### src/rtl/target_tracker_pkg.sv
// Shared definitions for the target tracker: coordinate width, accumulator
// init constants and FSM state encoding.
package target_tracker_pkg;

  localparam int COORD_W = 11;
  localparam logic [COORD_W-1:0] COORD_MIN_INIT = 11'd2047;
  localparam logic [COORD_W-1:0] COORD_MAX_INIT = 11'd0;

  typedef enum logic [1:0] {
    WAIT   = 2'd0,
    ACCUM  = 2'd1,
    REPORT = 2'd2
  } state_t;

endpackage

### src/rtl/target_tracker_bbox_accum.sv
// Bounding-box and hit-count accumulator. A hit arriving with clear seeds the
// fresh accumulators instead of being dropped.
module bbox_accum
  import target_tracker_pkg::*;
#(
  parameter int CNT_W = 20
) (
  input  logic               clock,
  input  logic               reset,
  input  logic               clear,
  input  logic               hit,
  input  logic [COORD_W-1:0] x,
  input  logic [COORD_W-1:0] y,
  output logic [COORD_W-1:0] xmin,
  output logic [COORD_W-1:0] xmax,
  output logic [COORD_W-1:0] ymin,
  output logic [COORD_W-1:0] ymax,
  output logic [CNT_W-1:0]   count
);

  always_ff @(posedge clock or posedge reset) begin
    if (reset) begin
      xmin  <= COORD_MIN_INIT;
      xmax  <= COORD_MAX_INIT;
      ymin  <= COORD_MIN_INIT;
      ymax  <= COORD_MAX_INIT;
      count <= '0;
    end else if (clear) begin
      if (hit) begin
        xmin  <= x;
        xmax  <= x;
        ymin  <= y;
        ymax  <= y;
        count <= CNT_W'(1);
      end else begin
        xmin  <= COORD_MIN_INIT;
        xmax  <= COORD_MAX_INIT;
        ymin  <= COORD_MIN_INIT;
        ymax  <= COORD_MAX_INIT;
        count <= '0;
      end
    end else if (hit) begin
      if (x < xmin) xmin <= x;
      if (x > xmax) xmax <= x;
      if (y < ymin) ymin <= y;
      if (y > ymax) ymax <= y;
      if (count != '1) count <= count + CNT_W'(1);
    end
  end

endmodule

### src/rtl/target_tracker.sv
// Per-frame target tracker: snapshots the bounding box on new_frame and
// reports it over a valid/ready handshake. Optional ovr_cnt: TARGET_TRACKER_OVR_CNT_EN.
//
// state  | meaning
// WAIT   | idle after reset, pixels ignored until the first new_frame
// ACCUM  | accumulating hits of the current frame
// REPORT | one cycle: load result from the snapshot, accumulation continues
module target_tracker
  import target_tracker_pkg::*;
#(
  parameter int MIN_HITS = 16,
  parameter int CNT_W    = 20
) (
  input  logic               clock,
  input  logic               reset,
  input  logic               pix_valid,
  input  logic               pix_hit,
  input  logic [COORD_W-1:0] pix_x,
  input  logic [COORD_W-1:0] pix_y,
  input  logic               new_frame,
  output logic               res_valid,
  input  logic               res_ready,
  output logic               res_found,
  output logic [COORD_W-1:0] res_xmin,
  output logic [COORD_W-1:0] res_xmax,
  output logic [COORD_W-1:0] res_ymin,
  output logic [COORD_W-1:0] res_ymax,
  output logic [COORD_W-1:0] res_cx,
  output logic [COORD_W-1:0] res_cy,
  output logic [CNT_W-1:0]   res_hits,
`ifdef TARGET_TRACKER_OVR_CNT_EN
  output logic [7:0]         ovr_cnt,
`endif
  output logic               overrun
);

  state_t state_q, state_d;

  logic               acc_hit, snap_en, overwrite;
  logic [COORD_W-1:0] acc_xmin, acc_xmax, acc_ymin, acc_ymax;
  logic [CNT_W-1:0]   acc_cnt;
  logic [COORD_W-1:0] snap_xmin, snap_xmax, snap_ymin, snap_ymax;
  logic [CNT_W-1:0]   snap_cnt;
  logic [COORD_W:0]   sum_x, sum_y;
  logic               found_calc;

  // A hit on the new_frame cycle opens the new frame, even out of WAIT.
  assign acc_hit = pix_valid & pix_hit & ((state_q != WAIT) | new_frame);
  assign snap_en = new_frame & (state_q != WAIT);

  bbox_accum #(.CNT_W(CNT_W)) u_accum (
    .clock (clock),
    .reset (reset),
    .clear (new_frame),
    .hit   (acc_hit),
    .x     (pix_x),
    .y     (pix_y),
    .xmin  (acc_xmin),
    .xmax  (acc_xmax),
    .ymin  (acc_ymin),
    .ymax  (acc_ymax),
    .count (acc_cnt)
  );

  always_ff @(posedge clock or posedge reset) begin
    if (reset) state_q <= WAIT;
    else       state_q <= state_d;
  end

  always_comb begin
    state_d = state_q;
    case (state_q)
      WAIT:    if (new_frame) state_d = ACCUM;
      ACCUM:   if (new_frame) state_d = REPORT;
      REPORT:  state_d = new_frame ? REPORT : ACCUM;
      default: state_d = WAIT;
    endcase
  end

  always_ff @(posedge clock or posedge reset) begin
    if (reset) begin
      snap_xmin <= COORD_MIN_INIT;
      snap_xmax <= COORD_MAX_INIT;
      snap_ymin <= COORD_MIN_INIT;
      snap_ymax <= COORD_MAX_INIT;
      snap_cnt  <= '0;
    end else if (snap_en) begin
      snap_xmin <= acc_xmin;
      snap_xmax <= acc_xmax;
      snap_ymin <= acc_ymin;
      snap_ymax <= acc_ymax;
      snap_cnt  <= acc_cnt;
    end
  end

  assign sum_x      = {1'b0, snap_xmin} + {1'b0, snap_xmax};
  assign sum_y      = {1'b0, snap_ymin} + {1'b0, snap_ymax};
  assign found_calc = (snap_cnt >= CNT_W'(MIN_HITS));
  assign overwrite  = (state_q == REPORT) & res_valid & ~res_ready;

  always_ff @(posedge clock or posedge reset) begin
    if (reset) begin
      res_valid <= 1'b0;
      res_found <= 1'b0;
      res_xmin  <= '0;
      res_xmax  <= '0;
      res_ymin  <= '0;
      res_ymax  <= '0;
      res_cx    <= '0;
      res_cy    <= '0;
      res_hits  <= '0;
      overrun   <= 1'b0;
    end else if (state_q == REPORT) begin
      res_valid <= 1'b1;
      res_found <= found_calc;
      res_xmin  <= found_calc ? snap_xmin : '0;
      res_xmax  <= found_calc ? snap_xmax : '0;
      res_ymin  <= found_calc ? snap_ymin : '0;
      res_ymax  <= found_calc ? snap_ymax : '0;
      res_cx    <= found_calc ? sum_x[COORD_W:1] : '0;
      res_cy    <= found_calc ? sum_y[COORD_W:1] : '0;
      res_hits  <= snap_cnt;
      if (overwrite) overrun <= 1'b1;
    end else if (res_valid && res_ready) begin
      res_valid <= 1'b0;
    end
  end

`ifdef TARGET_TRACKER_OVR_CNT_EN
  always_ff @(posedge clock or posedge reset) begin
    if (reset)                         ovr_cnt <= '0;
    else if (overwrite && ovr_cnt != 8'hFF) ovr_cnt <= ovr_cnt + 8'd1;
  end
`endif

endmodule
### config.mk
export PLATFORM = sky130hd
export DESIGN_NAME = target_tracker
export DESIGN_NICKNAME = d
export VERILOG_FILES = /design/src/rtl/target_tracker_pkg.sv /design/src/rtl/target_tracker_bbox_accum.sv /design/src/rtl/target_tracker.sv
export SDC_FILE = /design/constraint.sdc
export NUM_CORES = 1
export LEC_CHECK = 0
export CAP_MARGIN = 20
export CORE_MARGIN = 2
export CORE_UTILIZATION = 31
export CTS_BUF_LIST = sky130_fd_sc_hd__clkbuf_4
export DETAILED_ROUTE_END_ITERATION = 10
export DONT_BUFFER_PORTS = 1
export GPL_TIMING_DRIVEN = 0
export PLACE_DENSITY = 0.45
export SLEW_MARGIN = 30
export SYNTH_ARGS = -nofsm -noshare
export SYNTH_HDL_FRONTEND = slang
export SYNTH_SLANG_ARGS = --single-unit
### constraint.sdc
create_clock -name clock -period 16.35 [get_ports clock]
set_input_delay 3.27 -clock clock [delete_from_list [all_inputs] [get_ports clock]]
set_output_delay 3.27 -clock clock [all_outputs]
set_load 0.02 [all_outputs]
==> qor.csv <==
stage;metric;value;unit
grt;Total Routing Usage GR;16.2;%
timing;Max transition margin;47.9;%
worst_hold_path;worst hold path cell count;2;
placement;DPL Wire Length;18.9;mm
worst_setup_path;Startpoint Class;input pin;
floorplanning;Die Ht;185;µm
layout;Fillers;3232;
detailed_routing;WL/cell;18.3;µm
worst_setup_path;Crit Path Max Fanout;10;
timing;Fmax;0.209;GHz
timing;final setup margin;11.55;ns
worst_setup_path;CP required;16.91;ns
synthesis;synth cell count leaders;dfrtp_1 (175), nand2_1 (89), a22o_1 (87);
status;status;complete, no violations;
power;leakage;0.00569;µW
synthesis;EDFF count, synth;0;
clock_tree;CTS sink count;219;
synthesis;synth top area cells;dfrtp_1 (43%), dfstp_2 (11%), ha_1 (7.7%);
timing;worst slew pin tran;0.777;ns
synthesis;Cell Area, Synth;0.0102;mm²
synthesis;ys flop type;dfrtp_1;
synthesis;post-synth top area cell;dfrtp_1;
layout;cell area after layout;0.0117;mm²
synthesis;asr flop ratio synth;100;%
power;PwrDens;146;mW/mm²
clock_tree;Clock transition at path regs;0.06;ns
timing;final hold violation count;0;
floorplanning;IO Pins;117;
detailed_routing;drt drc;0;
power;maximum VDD drop;0.0517;mV
worst_setup_path;critical path type;in2reg;
detailed_routing;ANT nets after route;0;
clock_tree;post-cts hold buffer count;0;
grt;grt total ovfl;0;
timing;final period utilization;29.3;%
worst_setup_path;Crit. End Element;flip-flop;
worst_hold_path;min-delay worst type;reg2reg;
synthesis;post-synth top area share;43.0;%
worst_setup_path;Reg-to-Reg End;res_ymax[2]$_DFFE_PP0P_;
synthesis;Yosys reg bits;219;
placement;Final Wtd Congestion;0.794;
clock_tree;CTS tree;built;
floorplanning;Die ar.;0.0343;mm²
worst_setup_path;R2R depth;6;
layout;area added between synthesis and finish;14.6;%
clock_tree;# resized after CTS;0;
timing;RSZ-0062 raised after global routing;no;
synthesis;Avg Cell Area, Syn;11.5;µm²
worst_setup_path;RR Startpoint;state_q[0]$_DFFE_PP0P_;
floorplanning;Starting Density;31.4;%
clock_tree;worst skew pair latency;0.68;ns
grt;first-pass GRT wire length;42.6;mm
grt;vias in the first global route;7444;
worst_hold_path;Hold Path Sink;snap_ymin[8]$_DFFE_PP1P_;
timing;setup TNS;0;ns
floorplanning;DIE WIDTH;185;µm
layout;Final Core Density;36.0;%
synthesis;Synth Net Count;976;
worst_setup_path;reg-to-reg slack, setup;13.67;ns
timing;clock skew;0.0445;ns
synthesis;Ys Warns;0;
job;max-cap check violation count;0;
timing;min cycle time layout;4.80;ns
clock_tree;H-tree depth;3;
timing;fin. max-slew vios;0;
timing;endpoints failing setup;0;
placement;placed inst area;0.0108;mm²
placement;Port Buffers;0;
grt;maximum number of pins on one net before global-route repair;91;
worst_hold_path;Hold Crit Start;snap_ymin[8]$_DFFE_PP1P_;
detailed_routing;DRT iter0 DRCs;365;
layout;Layout Nets;1047;
floorplanning;Rows;66;
detailed_routing;Initial DRT Pass Iterations;4;
clock_tree;CTS Buf Count;67;
synthesis;Syn Inst Count;883;
detailed_routing;routed vias;6934;
floorplanning;Core Footprint;0.0325;mm²
detailed_routing;total wire length;26.5;mm
grt;initial antenna violation count;2;
clock_tree;maximum clock path buffer count;3;
placement;pre-CTS setup slack;10.77;ns
synthesis;count leader, synth;dfrtp_1;
synthesis;sequential area share after synthesis;54.3;%
synthesis;Synth cell types;54;
layout;layout cells sized above 1;21.4;%
clock_tree;post-CTS setup repair buffer count;0;
detailed_routing;drt via density;4.79;
clock_tree;CTS Root Cell;clkbuf_4;
worst_setup_path;Crit path arrival time;5.36;ns
## final cells by class
| type | count | area (µm²) | area share, % |
|---|---|---|---|
| repair buffers | 2 | 55.1 | 0.472 |
| well taps | 442 | 553 | 4.74 |
| inverters | 45 | 176 | 1.51 |
| flip-flops and latches | 219 | 5540 | 47.4 |
| clock inverters | 16 | 90.1 | 0.772 |
| diodes | 1 | 2.50 | 0.0214 |
| clock buffers | 104 | 781 | 6.69 |
| multi-input cells | 576 | 4310 | 36.9 |
| plain buffers | 43 | 176 | 1.51 |
## worst max path at each step
stage / end / depth (start not counted) / slack, ns / from
finish: snap_cnt[1]$_DFFE_PP0P_ / 7 / 11.55 / new_frame
CTS: snap_xmax[10]$_DFFE_PP0P_ / 6 / 11.51 / new_frame
detailed placement: snap_xmax[10]$_DFFE_PP0P_ / 6 / 10.77 / new_frame
global route: snap_cnt[0]$_DFFE_PP0P_ / 7 / 11.34 / new_frame
floorplan: overrun$_DFFE_PP0P_ / 1 / 7.16 / reset
global placement: res_ymax[2]$_DFFE_PP0P_ / 1 / 4.22 / reset
## flip-flops by register name, summed over array words and instances, names as in the netlist, 2 cells and up
register       cells
res_hits          20
snap_cnt          20
u_accum.count     20
res_cx            11
res_cy            11
res_xmax          11
res_xmin          11
res_ymax          11
res_ymin          11
snap_xmax         11
snap_xmin         11
snap_ymax         11
snap_ymin         11
u_accum.xmax      11
u_accum.xmin      11
u_accum.ymax      11
u_accum.ymin      11
state_q            2
## cells in the final DEF, fill, tap and decap left out, types with 3 or more instances in the layout
| cell type | n |
|---|---|
| nand3_1 | 13 |
| mux2_2 | 42 |
| buf_2 | 9 |
| clkinv_1 | 12 |
| dfstp_2 | 44 |
| xor2_1 | 16 |
| ha_1 | 63 |
| nand2_1 | 89 |
| dfrtp_1 | 175 |
| a31oi_1 | 7 |
| o21ai_0 | 61 |
| and3_1 | 7 |
| a21o_1 | 11 |
| inv_1 | 44 |
| or3_1 | 3 |
| nor3_1 | 7 |
| and2_1 | 3 |
| a22o_1 | 87 |
| nor2_1 | 34 |
| and4_1 | 3 |
| xnor2_1 | 14 |
| mux2i_1 | 21 |
| nor2b_1 | 5 |
| o31ai_1 | 3 |
| nor4_1 | 4 |
| a211oi_1 | 7 |
| o211ai_1 | 3 |
| nand2b_1 | 8 |
| clkbuf_1 | 33 |
| a21bo_2 | 3 |
| o21a_1 | 5 |
| clkbuf_4 | 104 |
| nand4_1 | 9 |
| a21oi_1 | 24 |
## power by group
group          leakage [µW]  internal (µW)  total, µW  switching, µW
logic               0.00230            174        428            254
registers           0.00287            643        727           84.3
clock network      0.000520            304        548            244
## critical path: stages
cell	delay (ns)
buf_2	0.17
buf_2	0.21
o21ai_1	0.37
clkbuf_1	0.62
clkbuf_1	0.52
nand2_1	0.09
o21ai_0	0.10
## through the flow
stage / total power [µW] / hold slack [ns] / instances
floorplan: 1040 / 0.446 / 883
global placement: 1170 / 0.478 / 1325
detailed placement: 1170 / 0.481 / 1327
CTS: 1740 / 0.501 / 1447
global route: 1840 / 0.518 / 1448
finish: 1700 / 0.496 / 1448
## cell families after synthesis
logic type	share of synthesized area, %
buffers and inverters	3.39
adders and majority gates	8.13
muxes	6.96
DFF	54.3
and+or+nand+nor	8.87
AOI/OAI and AO/OA	15.7
xor gates and xnor gates	2.58
## metal layers
metal / vias up / wire length (µm) / part of all wire [%] / GRT usage [%]
met5: - / 7 / 0.026 / 0
met4: 2 / 529 / 2.0 / 6.54
met3: 47 / 1750 / 6.6 / 4.62
met2: 172 / 11800 / 44 / 24.8
met1: 3341 / 12500 / 47 / 21.6
li1: 3372 / - / - / -
No activity file was read; power rests on OpenSTA's default activity.
